$ cat src/rtl/imem_loader.sv
// imem_loader: writer side of the instruction memory.
// Receives a framed program image as a byte stream, assembles bytes into
// instruction words, and writes them sequentially into the instruction RAM.
// The CPU pipeline is held in reset until an image has fully loaded with a
// matching checksum.
//
// Frame: SYNC, LEN_HI, LEN_LO, LEN x (HI, LO), CHK
//   CHK = XOR of every byte between SYNC and CHK.
//
// Ports:
//   clk, reset        rising-edge clock, asynchronous active-high reset
//   iRxData/iRxValid  incoming byte stream
//   oRxReady          always 1; the loader never back-pressures
//   oMemWrEn          one-cycle instruction RAM write strobe
//   oMemWrAddr/Data   write address/data, held between strobes
//   oCpuReset         high while no valid image is loaded
//   oDone / oError    result of the last frame, cleared when a new frame starts
//   oWordCount        words written in the current or last frame

`ifndef WIDTH_INSTR_MEM
`define WIDTH_INSTR_MEM 16
`endif
`ifndef LENGTH_INSTR_MEM
`define LENGTH_INSTR_MEM 10
`endif

module imem_loader #(
  parameter int unsigned DATA_W = `WIDTH_INSTR_MEM,
  parameter int unsigned ADDR_W = `LENGTH_INSTR_MEM,
  parameter logic [7:0]  SYNC   = 8'hA5
) (
  input  logic              clk,
  input  logic              reset,
  input  logic [7:0]        iRxData,
  input  logic              iRxValid,
  output logic              oRxReady,
  output logic              oMemWrEn,
  output logic [ADDR_W-1:0] oMemWrAddr,
  output logic [DATA_W-1:0] oMemWrData,
  output logic              oCpuReset,
  output logic              oDone,
  output logic              oError,
  output logic [ADDR_W:0]   oWordCount
);

  localparam int unsigned DEPTH = 32'd1 << ADDR_W;

  typedef enum logic [2:0] {
    IDLE,
    LEN_H,
    LEN_L,
    DAT_H,
    DAT_L,
    CHK,
    DONE,
    ERROR
  } state_t;

  state_t      state;
  state_t      state_nxt;

  logic [15:0] length;
  logic [7:0]  checksum;
  logic [7:0]  hi_byte;

  logic [15:0] len_full;
  logic [15:0] word_full;
  logic [ADDR_W:0] count_nxt;
  logic        len_ovf;
  logic        len_zero;
  logic        last_word;
  logic        chk_match;

  logic        start_frame;
  logic        sum_byte;
  logic        wr_fire;
  logic        load_ok;
  logic        load_bad;

  assign oRxReady  = 1'b1;

  assign len_full  = {length[15:8], iRxData};
  assign word_full = {hi_byte, iRxData};
  assign count_nxt = oWordCount + (ADDR_W+1)'(1);
  assign len_ovf   = 32'(len_full) > DEPTH;
  assign len_zero  = (len_full == 16'd0);
  assign last_word = (17'(count_nxt) == 17'(length));
  assign chk_match = (iRxData == checksum);

  // State register
  always_ff @(posedge clk or posedge reset) begin
    if (reset) begin
      state <= IDLE;
    end else begin
      state <= state_nxt;
    end
  end

  // Next-state logic; only an accepted byte advances the FSM
  always_comb begin
    state_nxt = state;
    if (iRxValid) begin
      case (state)
        IDLE, DONE, ERROR: if (iRxData == SYNC) state_nxt = LEN_H;
        LEN_H:             state_nxt = LEN_L;
        LEN_L: begin
          if (len_ovf)       state_nxt = ERROR;
          else if (len_zero) state_nxt = CHK;
          else               state_nxt = DAT_H;
        end
        DAT_H:             state_nxt = DAT_L;
        DAT_L:             state_nxt = last_word ? CHK : DAT_H;
        CHK:               state_nxt = chk_match ? DONE : ERROR;
        default:           state_nxt = IDLE;
      endcase
    end
  end

  // Output decode: per-byte actions that the registered outputs apply next edge
  always_comb begin
    start_frame = 1'b0;
    sum_byte    = 1'b0;
    wr_fire     = 1'b0;
    load_ok     = 1'b0;
    load_bad    = 1'b0;
    if (iRxValid) begin
      case (state)
        IDLE, DONE, ERROR: start_frame = (iRxData == SYNC);
        LEN_H, DAT_H:      sum_byte = 1'b1;
        LEN_L: begin
          sum_byte = 1'b1;
          load_bad = len_ovf;
        end
        DAT_L: begin
          sum_byte = 1'b1;
          wr_fire  = 1'b1;
        end
        CHK: begin
          load_ok  = chk_match;
          load_bad = !chk_match;
        end
        default: ;
      endcase
    end
  end

  // Datapath and registered outputs
  always_ff @(posedge clk or posedge reset) begin
    if (reset) begin
      oMemWrEn   <= 1'b0;
      oMemWrAddr <= '0;
      oMemWrData <= '0;
      oCpuReset  <= 1'b1;
      oDone      <= 1'b0;
      oError     <= 1'b0;
      oWordCount <= '0;
      length     <= '0;
      checksum   <= '0;
      hi_byte    <= '0;
    end else begin
      oMemWrEn <= wr_fire;

      if (start_frame) begin
        checksum   <= '0;
        oWordCount <= '0;
        oDone      <= 1'b0;
        oError     <= 1'b0;
        oCpuReset  <= 1'b1;
      end

      if (sum_byte) checksum <= checksum ^ iRxData;

      if (iRxValid && state == LEN_H) length[15:8] <= iRxData;
      if (iRxValid && state == LEN_L) length[7:0]  <= iRxData;
      if (iRxValid && state == DAT_H) hi_byte      <= iRxData;

      // Upper bits of the assembled word beyond DATA_W are dropped
      if (wr_fire) begin
        oMemWrAddr <= oWordCount[ADDR_W-1:0];
        oMemWrData <= word_full[DATA_W-1:0];
        oWordCount <= count_nxt;
      end

      if (load_ok) begin
        oCpuReset <= 1'b0;
        oDone     <= 1'b1;
      end

      if (load_bad) oError <= 1'b1;
    end
  end

endmodule

$ cat config.mk
export PLATFORM = sky130hd
export DESIGN_NAME = imem_loader
export DESIGN_NICKNAME = d
export VERILOG_FILES = /design/src/rtl/imem_loader.sv
export SDC_FILE = /design/constraint.sdc
export NUM_CORES = 1
export LEC_CHECK = 0
export ABC_AREA = 1
export BUFFER_PORTS_ARGS = -buffer_cell sky130_fd_sc_hd__buf_2
export CORE_MARGIN = 8
export CORE_UTILIZATION = 57
export CTS_CLUSTER_DIAMETER = 100
export DETAILED_ROUTE_END_ITERATION = 8
export PLACE_DENSITY = 0.85
export SLEW_MARGIN = 40
export SYNTH_ARGS = -nofsm -noshare
export SYNTH_HDL_FRONTEND = slang
export SYNTH_SLANG_ARGS = --single-unit
$ cat constraint.sdc
create_clock -name clk -period 2.7 [get_ports clk]
set_input_delay 0.54 -clock clk [delete_from_list [all_inputs] [get_ports clk]]
set_output_delay 0.54 -clock clk [all_outputs]
set_load 0.01 [all_outputs]
==> flow_summary.ini, run 1 <==
[synth]
ys_seq_elements = 76
synthTopCellsByCount = 139 x nand2_1, 75 x dfrtp_1, 50 x o21ai_0
synthArstFlopShare_pct = 100.0
synth_area_leaders = dfrtp_1 52%, nand2_1 15%, o21ai_0 7.0%
synth_mux_area_share_pct = 0
seq_area_frac_synth_pct = 52.96
synth_top_flop_cell = dfrtp_1
synth_compound_area_share_pct = 10.65
synth_nets = 443
synth.avg_cell_area_um2 = 8.337
synth-warning-count = 0
synth-simple-area-share_pct = 27.40
synth_edf_count = 0
synth_top_family_by_area = simple AND/OR/NAND/NOR gates
yosysTopAreaCell = dfrtp_1
synthCells = 431
synth.distinct_cells = 31
yosys.cell_count.top_type = nand2_1
synthAdderAreaFrac_pct = 0.3482
synth_area_um2 = 3593
synthXorXnorAreaFrac_pct = 1.950
synth_top_area_share_pct = 52.23

[sta]
rsz0062_at_grt = no
report.final.slew_viol_count = 0
fmax_ghz = 0.4723
tns_ns = 0
slew_headroom_pct = 60.22
min_period_ns = 2.117
setup_viol = 0
tightest_slew_ns = 0.5913
finalHoldViolCount = 0
skew_ns = 0.006562
min_period_over_period_pct = 78.42

[cts]
root_buffer = clkbuf_8
path_clk_slew_ns = 0.08
insertion_delay_ns = 0.36
cts_buffers = 9
cts_buffer_depth = 2
htreeDepth = 3
hold_buffers = 0
cts.sinks = 76
post_cts_buffers = 0
cts_resized = 0
cts_tree = yes

[critical_path]
slowest_delay_ns = 0.45
crit_chain = nor2_4 -> inv_2 -> nor2_4 -> inv_2 -> nor2_4 -> inv_2 -> buf_4 -> nand2_1 -> o21ai_0
cpMaxStageDelayCell = dfrtp_1
worstPathArrival_ns = 2.35
end_kind = flop
ff2ff_path_depth = 9
cp.required_ns = 2.93
critPathMaxFanout = 27
critPathKind = flop to flop
cp-start-kind = flop

[route]
wl_per_cell_um = 15.74
drc = 0
vias_per_cell = 5.678
via_count = 3208
totalWireLength_mm = 8.893
drt-pass1-iter-count = 6
antenna_left = 0
drtIter0Drc = 261

[floorplan]
die_w_um = 95.40
start_util_pct = 57.58
core.rowCount = 29
core_area_um2 = 6241
die_area_um2 = 9101
fp.dieH_um = 95.40
pin_count = 53

[power_and_ir_drop]
p_leak_nw = 2.148
peakVddDrop_mv = 0.5603
totalPowerFinal_w = 0.004860
power_density_nw_per_um2 = 1181

[run_status]
outcome = complete, no violations

[grt]
grt_pass1_wl_mm = 14.82
track_usage_pct = 21.07
grt_overflow_total = 0
grt_pass1_vias = 3219
grt_max_degree = 77
antenna_found_initial = 0

[place]
globalplace.congestion = 0.8458
io_buffers = 51
dpl.hpwl_mm = 6.242

[finish]
diodes = 0
drive_above_1_share_pct = 20.70
finalNetCount = 495
area.growth.synth_to_final_pct = 14.52

[flow_run]
maxCapViolCount = 0

[worst_hold_path]
hold_path.class = primary input to async pin
## flip-flops by register name, indices dropped and copies added, names as in the netlist
signal	flops
checksum	8
hi_byte	8
length	16
oCpuReset	1
oDone	1
oError	1
oMemWrAddr	10
oMemWrData	16
oMemWrEn	1
oWordCount	11
state	3
## placed cells by master, fill, tap and decap left out, types with 3 or more instances in the layout
cell type / synthesis / layout
nand3_2: 4 / 4
xor2_1: 8 / 8
clkinvlp_4: 0 / 3
dfrtp_1: 75 / 75
nand4_1: 7 / 7
o22ai_1: 7 / 7
nand2_2: 5 / 5
buf_2: 6 / 51
o21ai_0: 50 / 50
inv_2: 9 / 10
nor2_1: 15 / 15
nand3b_1: 6 / 6
nor2_4: 5 / 5
inv_1: 39 / 38
nand3_1: 25 / 25
nor4_1: 4 / 4
o21ai_1: 5 / 5
clkbuf_8: 0 / 9
nand2_1: 139 / 139
## metrics by stage
stage                     cell area (um^2)  util [%]  hold slack [ns]  std cells  worst slack, ns
after floorplan                       3593         -           0.4493        431           0.2233
after global routing                  4115     65.94           0.3034        565           0.4112
after CTS                             4115     65.94           0.2747        565           0.5857
after detailed placement              3916     62.75           0.4537        549           0.5990
after global placement                3916     62.75           0.4518        549           0.6531
final                                 4115     65.94           0.2440        565           0.5826
## critical path: cells and delay by family, from the launching register on
| kind | cells | cell delay (ns) |
|---|---|---|
| DFF | 1 | 0.45 |
| and+or+nand+nor | 4 | 0.67 |
| AOI/OAI and AO/OA | 1 | 0.10 |
| buffers and inverters | 4 | 0.75 |
## cells by family (layout without fill, tap and decap cells)
kind of cell / after synthesis / after routing
AND/OR/NAND/NOR: 215 / 215
flip-flops: 76 / 76
AO/OA/AOI/OAI: 70 / 70
buffers and inverters: 60 / 117
XOR/XNOR: 8 / 8
adder cells (fa/ha/maj): 1 / 1
other: 1 / 1
## path summary, 6_finish.rpt
kind | start | to | slack, ns
worst max-delay path | state[1]$_DFFE_PP0P_ | oMemWrData[3]$_DFFE_PP0P_ | 0.58
worst min-delay path | reset | oMemWrData[2]$_DFFE_PP0P_ | 0.24
worst max register to register | state[1]$_DFFE_PP0P_ | oMemWrData[3]$_DFFE_PP0P_ | 0.58
worst min register to register | oMemWrAddr[0]$_DFFE_PP0P_ | oMemWrAddr[0]$_DFFE_PP0P_ | 0.47
max in group asynchronous | reset | oCpuReset$_DFFE_PP1P_ | 2.12
min in group clk | oMemWrAddr[0]$_DFFE_PP0P_ | oMemWrAddr[0]$_DFFE_PP0P_ | 0.47
## per-layer routing
metal,up-vias,global-route usage [%],wire length [um]
li1,1491,-,-
met1,1550,24.12,3603
met2,139,35.90,4359
met3,28,3.937,633
met4,0,12.93,296
met5,-,0,0
## cell type report
type                    instances  area [um^2]
repair buffers                 53        282.8
multi-input cells             295         1454
clock inverters                 7        75.07
fillers                       528         2126
clock buffers                   9        123.9
inverters                      48        180.2
well taps                      77        96.34
flip-flops and latches         76         1903
## report_power, final
part | internal (W) | switching (W)
Clock | 0.000431 | 0.000454
Combinational | 0.000700 | 0.00121
Sequential | 0.00165 | 0.000417
Total | 0.00278 | 0.00208
Note: power is estimated with default switching activity, not from simulation.
==> run 2: changes to the inputs <==
- CORE_UTILIZATION: 57 -> 51
- PLACE_DENSITY: 0.85 -> 0.8
- clock period: 2.7 -> 1.9 ns (I/O delays scaled with it)
==> run 2 against run 1 <==
Against the previous run: setup slack worse by 0.44 ns; first-iteration DRC count shrank 27%; sequential cell count stayed put; via count fell by 2.2%; global-route usage is 2.6 points lower; critical path depth unchanged; largest power group unchanged; highest routed layer unchanged.
==> flow_summary.ini, run 2 (synthesized netlist as in run 1, its figures left out) <==
[power_and_ir_drop]
peakVddDrop_mv = 0.5945
power_density_nw_per_um2 = 1601
p_leak_nw = 2.194

[finish]
reg_top3 = length: 16 flops, oMemWrData: 16 flops, oWordCount: 11 flops
drive_above_1_share_pct = 22.60
multi_input_area_um2 = 1475
most-common-layout-cells = 138 x nand2_1, 74 x dfrtp_1, 51 x buf_2
seqCellArea_um2 = 1904
diodes = 0
design_area_um2 = 4234
finalNetCount = 508
utilization_pct = 62.32
final_common_cell = nand2_1
fillers = 590
area.growth.synth_to_final_pct = 17.83

[grt]
grt_pass1_vias = 3103
grt_pass1_wl_mm = 14.75
antenna_found_initial = 0
grt_max_degree = 53
track_usage_pct = 18.47
grt_overflow_total = 0

[flow_run]
maxCapViolCount = 0

[cts]
htreeDepth = 3
cts_buffers = 9
root_buffer = clkbuf_8
path_clk_slew_ns = 0.08
cts_buffer_depth = 2
cts.sinks = 76
insertion_delay_ns = 0.35
cts_tree = yes

[critical_path]
critPathMaxFanout = 25
cp.required_ns = 2.16
crit_start = state[2]$_DFFE_PP0P_
r2r_slack_ns = 0.15
ff2ff_path_depth = 9
end_kind = flop
r2r-end = oWordCount[6]$_DFFE_PP0P_
crit_path_end = oWordCount[6]$_DFFE_PP0P_
cp-start-kind = flop
worstPathArrival_ns = 2.02
r2r-start = state[2]$_DFFE_PP0P_
critPathKind = flop to flop

[floorplan]
pin_count = 53
die_w_um = 99.94
core.rowCount = 30
start_util_pct = 52.89
die_area_um2 = 9988
core_area_um2 = 6794
fp.dieH_um = 99.94

[sta]
tightest_slew_ns = 0.5293
rsz0062_at_grt = yes
skew_ns = 0.006773
setup_viol = 0
min_period_over_period_pct = 92.32
report.final.slew_viol_count = 0
slew_headroom_pct = 64.63
setup_slack_ns = 0.1459
fmax_ghz = 0.5701
min_period_ns = 1.754
finalHoldViolCount = 0

[place]
pre_cts_slack_ns = 0.1285
io_buffers = 51
dpl_cell_area_um2 = 4031
globalplace.congestion = 0.9533
dpl.hpwl_mm = 6.376

[route]
drtIter0Drc = 190
drt-pass1-iter-count = 4
wl_met2_mm = 4.107
via_count = 3139
antenna_left = 0
drc = 0
vias_per_cell = 5.267
wl_met3_um = 603
wl_per_cell_um = 14.61
top_layer_used = met4
totalWireLength_mm = 8.707
wl_met1_mm = 3.824

[run_status]
outcome = complete, no violations

[worst_hold_path]
hold_path.class = primary input to flop
[run 2: changes by cell type in the layout (fill, tap and decap cells not counted), sizes merged]
cell         previous run  this run
clkbuf                  9        13
bufinv                  1         0
buf                    53        65
clkinvlp                3         2
dlygate4sd3             0         1
inv                    50        47
[run 2: how the worst min path moves through the flow]
stage	to	slack (ns)	startpoint	depth (start not counted)
global placement	oMemWrData[2]$_DFFE_PP0P_	0.26	reset	2
CTS	checksum[2]$_DFFE_PP0P_	0.36	iRxData[2]	4
finish	checksum[2]$_DFFE_PP0P_	0.37	iRxData[2]	4
floorplan	oMemWrData[10]$_DFFE_PP0P_	0.45	hi_byte[2]$_DFFE_PP0P_	2
detailed placement	oMemWrData[2]$_DFFE_PP0P_	0.27	reset	2
global route	checksum[2]$_DFFE_PP0P_	0.37	iRxData[2]	4
[run 2: area by class of cell]
class	instances	area share [%]
multi-input cells	295	34.84
clock buffers	13	3.280
flip-flops and latches	76	44.98
repair buffers	66	9.427
well taps	96	2.837
inverters	48	4.344
clock inverters	2	0.2955
[run 2: per-stage QoR]
step	setup TNS (ns)	total power [W]	instances	hold slack, ns
floorplan	0	0.004706	431	0.4493
global placement	0	0.005519	578	0.2632
detailed placement	0	0.005665	578	0.2679
CTS	0	0.006709	594	0.3566
global route	-0.1259	0.007329	596	0.3718
finish	0	0.006779	596	0.3709
[run 2: power by group]
group / internal (W) / switching, W / total, W
logic: 0.00108 / 0.00174 / 0.00282
registers: 0.00235 / 0.000573 / 0.00292
clock network: 0.000468 / 0.000570 / 0.00104
total: 0.00390 / 0.00288 / 0.00678
[run 2: per-layer routing]
layer | global-route usage, % | vias up
li1 | - | 1526
met1 | 23.08 | 1491
met2 | 29.19 | 105
met3 | 4.983 | 17
met4 | 8.382 | 0
met5 | 0 | -
[run 2: critical path: stages, from the launching register on]
cell,delay [ns]
dfrtp_1,0.41
inv_2,0.11
nor2_4,0.05
inv_2,0.08
nor2_4,0.04
inv_2,0.11
nor2_4,0.04
inv_2,0.33
nand2_2,0.26
o21ai_0,0.23
[run 2: repair_timing]
action | in CTS | in global routing
setup endpoints to repair | 0 | 2
gates resized for setup | 0 | 7
endpoints found under the hold margin | 1 | 0
hold buffers | 1 | 0
buffers inserted | 0 | 2
==> run 3: changes to the inputs <==
- ABC_AREA: 1 -> 0
- CORE_UTILIZATION: 51 -> 52
- PLACE_DENSITY: 0.8 -> 0.81
==> run 3 against run 2 <==
Against the previous run: combinational power shrank 24%; clock power increased by 34%; final cell count is 6.5% lower; register-to-register slack got worse by 0.06 ns; synthesized area is 6.6% higher; worst hold slack got worse by 0.27 ns; synthesized cell count shrank 9.3%; non-clock buffer count up 11; core utilization increased by 0.98 points; die area increased by 3.8%; highest routed layer unchanged.
==> flow_summary.ini, run 3 <==
[run_status]
outcome = complete, no violations

[cts]
cts_tree = yes
cts_buffer_depth = 2
cts.sinks = 76
insertion_delay_ns = 0.36
root_buffer = clkbuf_8
cts_buffers = 9
hold_buffers = 0
htreeDepth = 3
path_clk_slew_ns = 0.08

[synth]
synthArstFlopShare_pct = 100.0
synthAdderAreaFrac_pct = 0.3267
synth.distinct_cells = 53
yosys.cell_count.top_type = nand2_1
synthCells = 391
synth-warning-count = 0
synth_compound_area_share_pct = 10.78
synth_area_um2 = 3830
seq_area_frac_synth_pct = 49.69
synth_top_area_share_pct = 49.00
yosysTopAreaCell = dfrtp_1
synth_nets = 403
synth_edf_count = 0
ys_seq_elements = 76
synth_mux_area_share_pct = 7.318
synthXorXnorAreaFrac_pct = 5.456
synth_area_leaders = dfrtp_1 49%, nand2_1 10%, mux2_2 7.1%
synthTopCellsByCount = 104 x nand2_1, 75 x dfrtp_1, 24 x mux2_2, 24 x o21ai_0, 12 x xor2_1
synth_top_flop_cell = dfrtp_1
synth_top_family_by_area = simple AND/OR/NAND/NOR gates
synth-simple-area-share_pct = 21.99
synth.avg_cell_area_um2 = 9.795

[route]
via_count = 3058
totalWireLength_mm = 9.099
drtIter0Drc = 149
vias_per_cell = 5.490
antenna_left = 0
drt-pass1-iter-count = 4
drc = 0
wl_per_cell_um = 16.34

[grt]
grt_pass1_vias = 3137
grt_pass1_wl_mm = 15.18
grt_max_degree = 77
antenna_found_initial = 0
grt_overflow_total = 0
track_usage_pct = 18.82

[critical_path]
crit_start = state[1]$_DFFE_PP0P_
cp-start-kind = flop
cp.required_ns = 2.13
r2r-start = state[1]$_DFFE_PP0P_
end_kind = flop
critPathMaxFanout = 9
r2r-end = oWordCount[5]$_DFFE_PP0P_
ff2ff_path_depth = 6
critPathKind = flop to flop
worstPathArrival_ns = 2.05
r2r_slack_ns = 0.08

[floorplan]
start_util_pct = 53.37
core.rowCount = 31
die_area_um2 = 10370
pin_count = 53
fp.dieH_um = 101.8
core_area_um2 = 7176
die_w_um = 101.8

[sta]
report.final.slew_viol_count = 0
tns_ns = 0
skew_ns = 0.007750
setup_viol = 0
min_period_over_period_pct = 95.66
holdWs_ns = 0.1046
min_period_ns = 1.818
setup_slack_ns = 0.08247
finalHoldViolCount = 0
rsz0062_at_grt = yes
fmax_ghz = 0.5502

[place]
io_buffers = 51
globalplace.congestion = 0.8885
dpl.hpwl_mm = 6.152
dpl_cell_area_um2 = 4258
pre_cts_slack_ns = -0.09791

[finish]
diodes = 0
finalNetCount = 465
design_area_um2 = 4542
drive_above_1_share_pct = 33.19
final_common_cell = nand2_1
most-common-layout-cells = 103 x nand2_1, 69 x dfrtp_1, 51 x buf_2
utilization_pct = 63.30
reg_top3 = length: 16 flops, oMemWrData: 16 flops, oWordCount: 11 flops
area.growth.synth_to_final_pct = 18.59
fillers = 581

[power_and_ir_drop]
peakVddDrop_mv = 0.8457
p_leak_nw = 2.158
power_density_nw_per_um2 = 1368

[worst_hold_path]
hold_path.class = primary input to async pin

[flow_run]
maxCapViolCount = 0
[run 3: changes by cell type in the layout (fill, tap and decap cells not counted), sizes merged, moves of 12 or more]
cell and delta:
nand3 -17, o21ai -20, inv -41, buf +12, mux2 +24, nand2 -40
[run 3: final cells by class]
cell class | instances | area, um^2 | share of cell area (%)
Inverter | 5 | 22.52 | 0.4959
Tap cell | 99 | 123.9 | 2.727
Clock inverter | 7 | 98.84 | 2.176
Clock buffer | 9 | 123.9 | 2.727
Multi-Input combinational cell | 284 | 1799 | 39.61
Timing Repair Buffer | 77 | 462.9 | 10.19
Sequential cell | 76 | 1911 | 42.07
[run 3: logic make-up (layout without fill, tap and decap cells)]
| group | Yosys count | after routing |
|---|---|---|
| and+or+nand+nor | 169 | 169 |
| other | 1 | 1 |
| buffers and inverters | 31 | 98 |
| muxes | 25 | 25 |
| xor gates and xnor gates | 23 | 23 |
| adders and majority gates | 1 | 1 |
| DFF | 76 | 76 |
| AOI/OAI and AO/OA | 65 | 65 |
[run 3: worst max path at each step]
stage / to / slack, ns
after floorplan: state[2]$_DFFE_PP0P_ / 0.02
after global placement: state[1]$_DFFE_PP0P_ / -0.00004
after detailed placement: state[1]$_DFFE_PP0P_ / -0.1
after CTS: state[2]$_DFFE_PP0P_ / 0.01
after global routing: state[1]$_DFFE_PP0P_ / -0.03
final: oWordCount[5]$_DFFE_PP0P_ / 0.08
[run 3: metal layers]
metal	up-vias	GRT usage [%]	wire length [um]
met5	-	0	0
met4	0	9.819	246
met3	23	5.858	674
met2	105	28.77	4194
met1	1492	23.48	3982
li1	1438	-	-
[run 3: what timing repair did]
item	in CTS	in global routing
endpoints found under the setup margin	2	16
gates resized for setup	3	10
buffers inserted	0	2
pin swaps	0	3
hold endpoints to repair	0	0
[run 3: where the power goes]
| group | switching [W] | internal, W |
|---|---|---|
| combinational | 0.00111 | 0.00103 |
| clock | 0.000646 | 0.000748 |
| sequential | 0.000493 | 0.00219 |
| total | 0.00225 | 0.00397 |
[run 3: per-stage QoR]
step	total power, W	std cells
floorplan	0.004111	391
global placement	0.004637	539
detailed placement	0.004741	539
CTS	0.006186	555
global route	0.006611	557
finish	0.006213	557
[run 3: worst max-delay path: stages, from the launching register on]
cell,delay [ns]
dfrtp_1,0.49
or3_1,0.42
a21boi_4,0.18
nor2_4,0.23
nor2_4,0.11
o21ai_1,0.16
o31ai_1,0.08
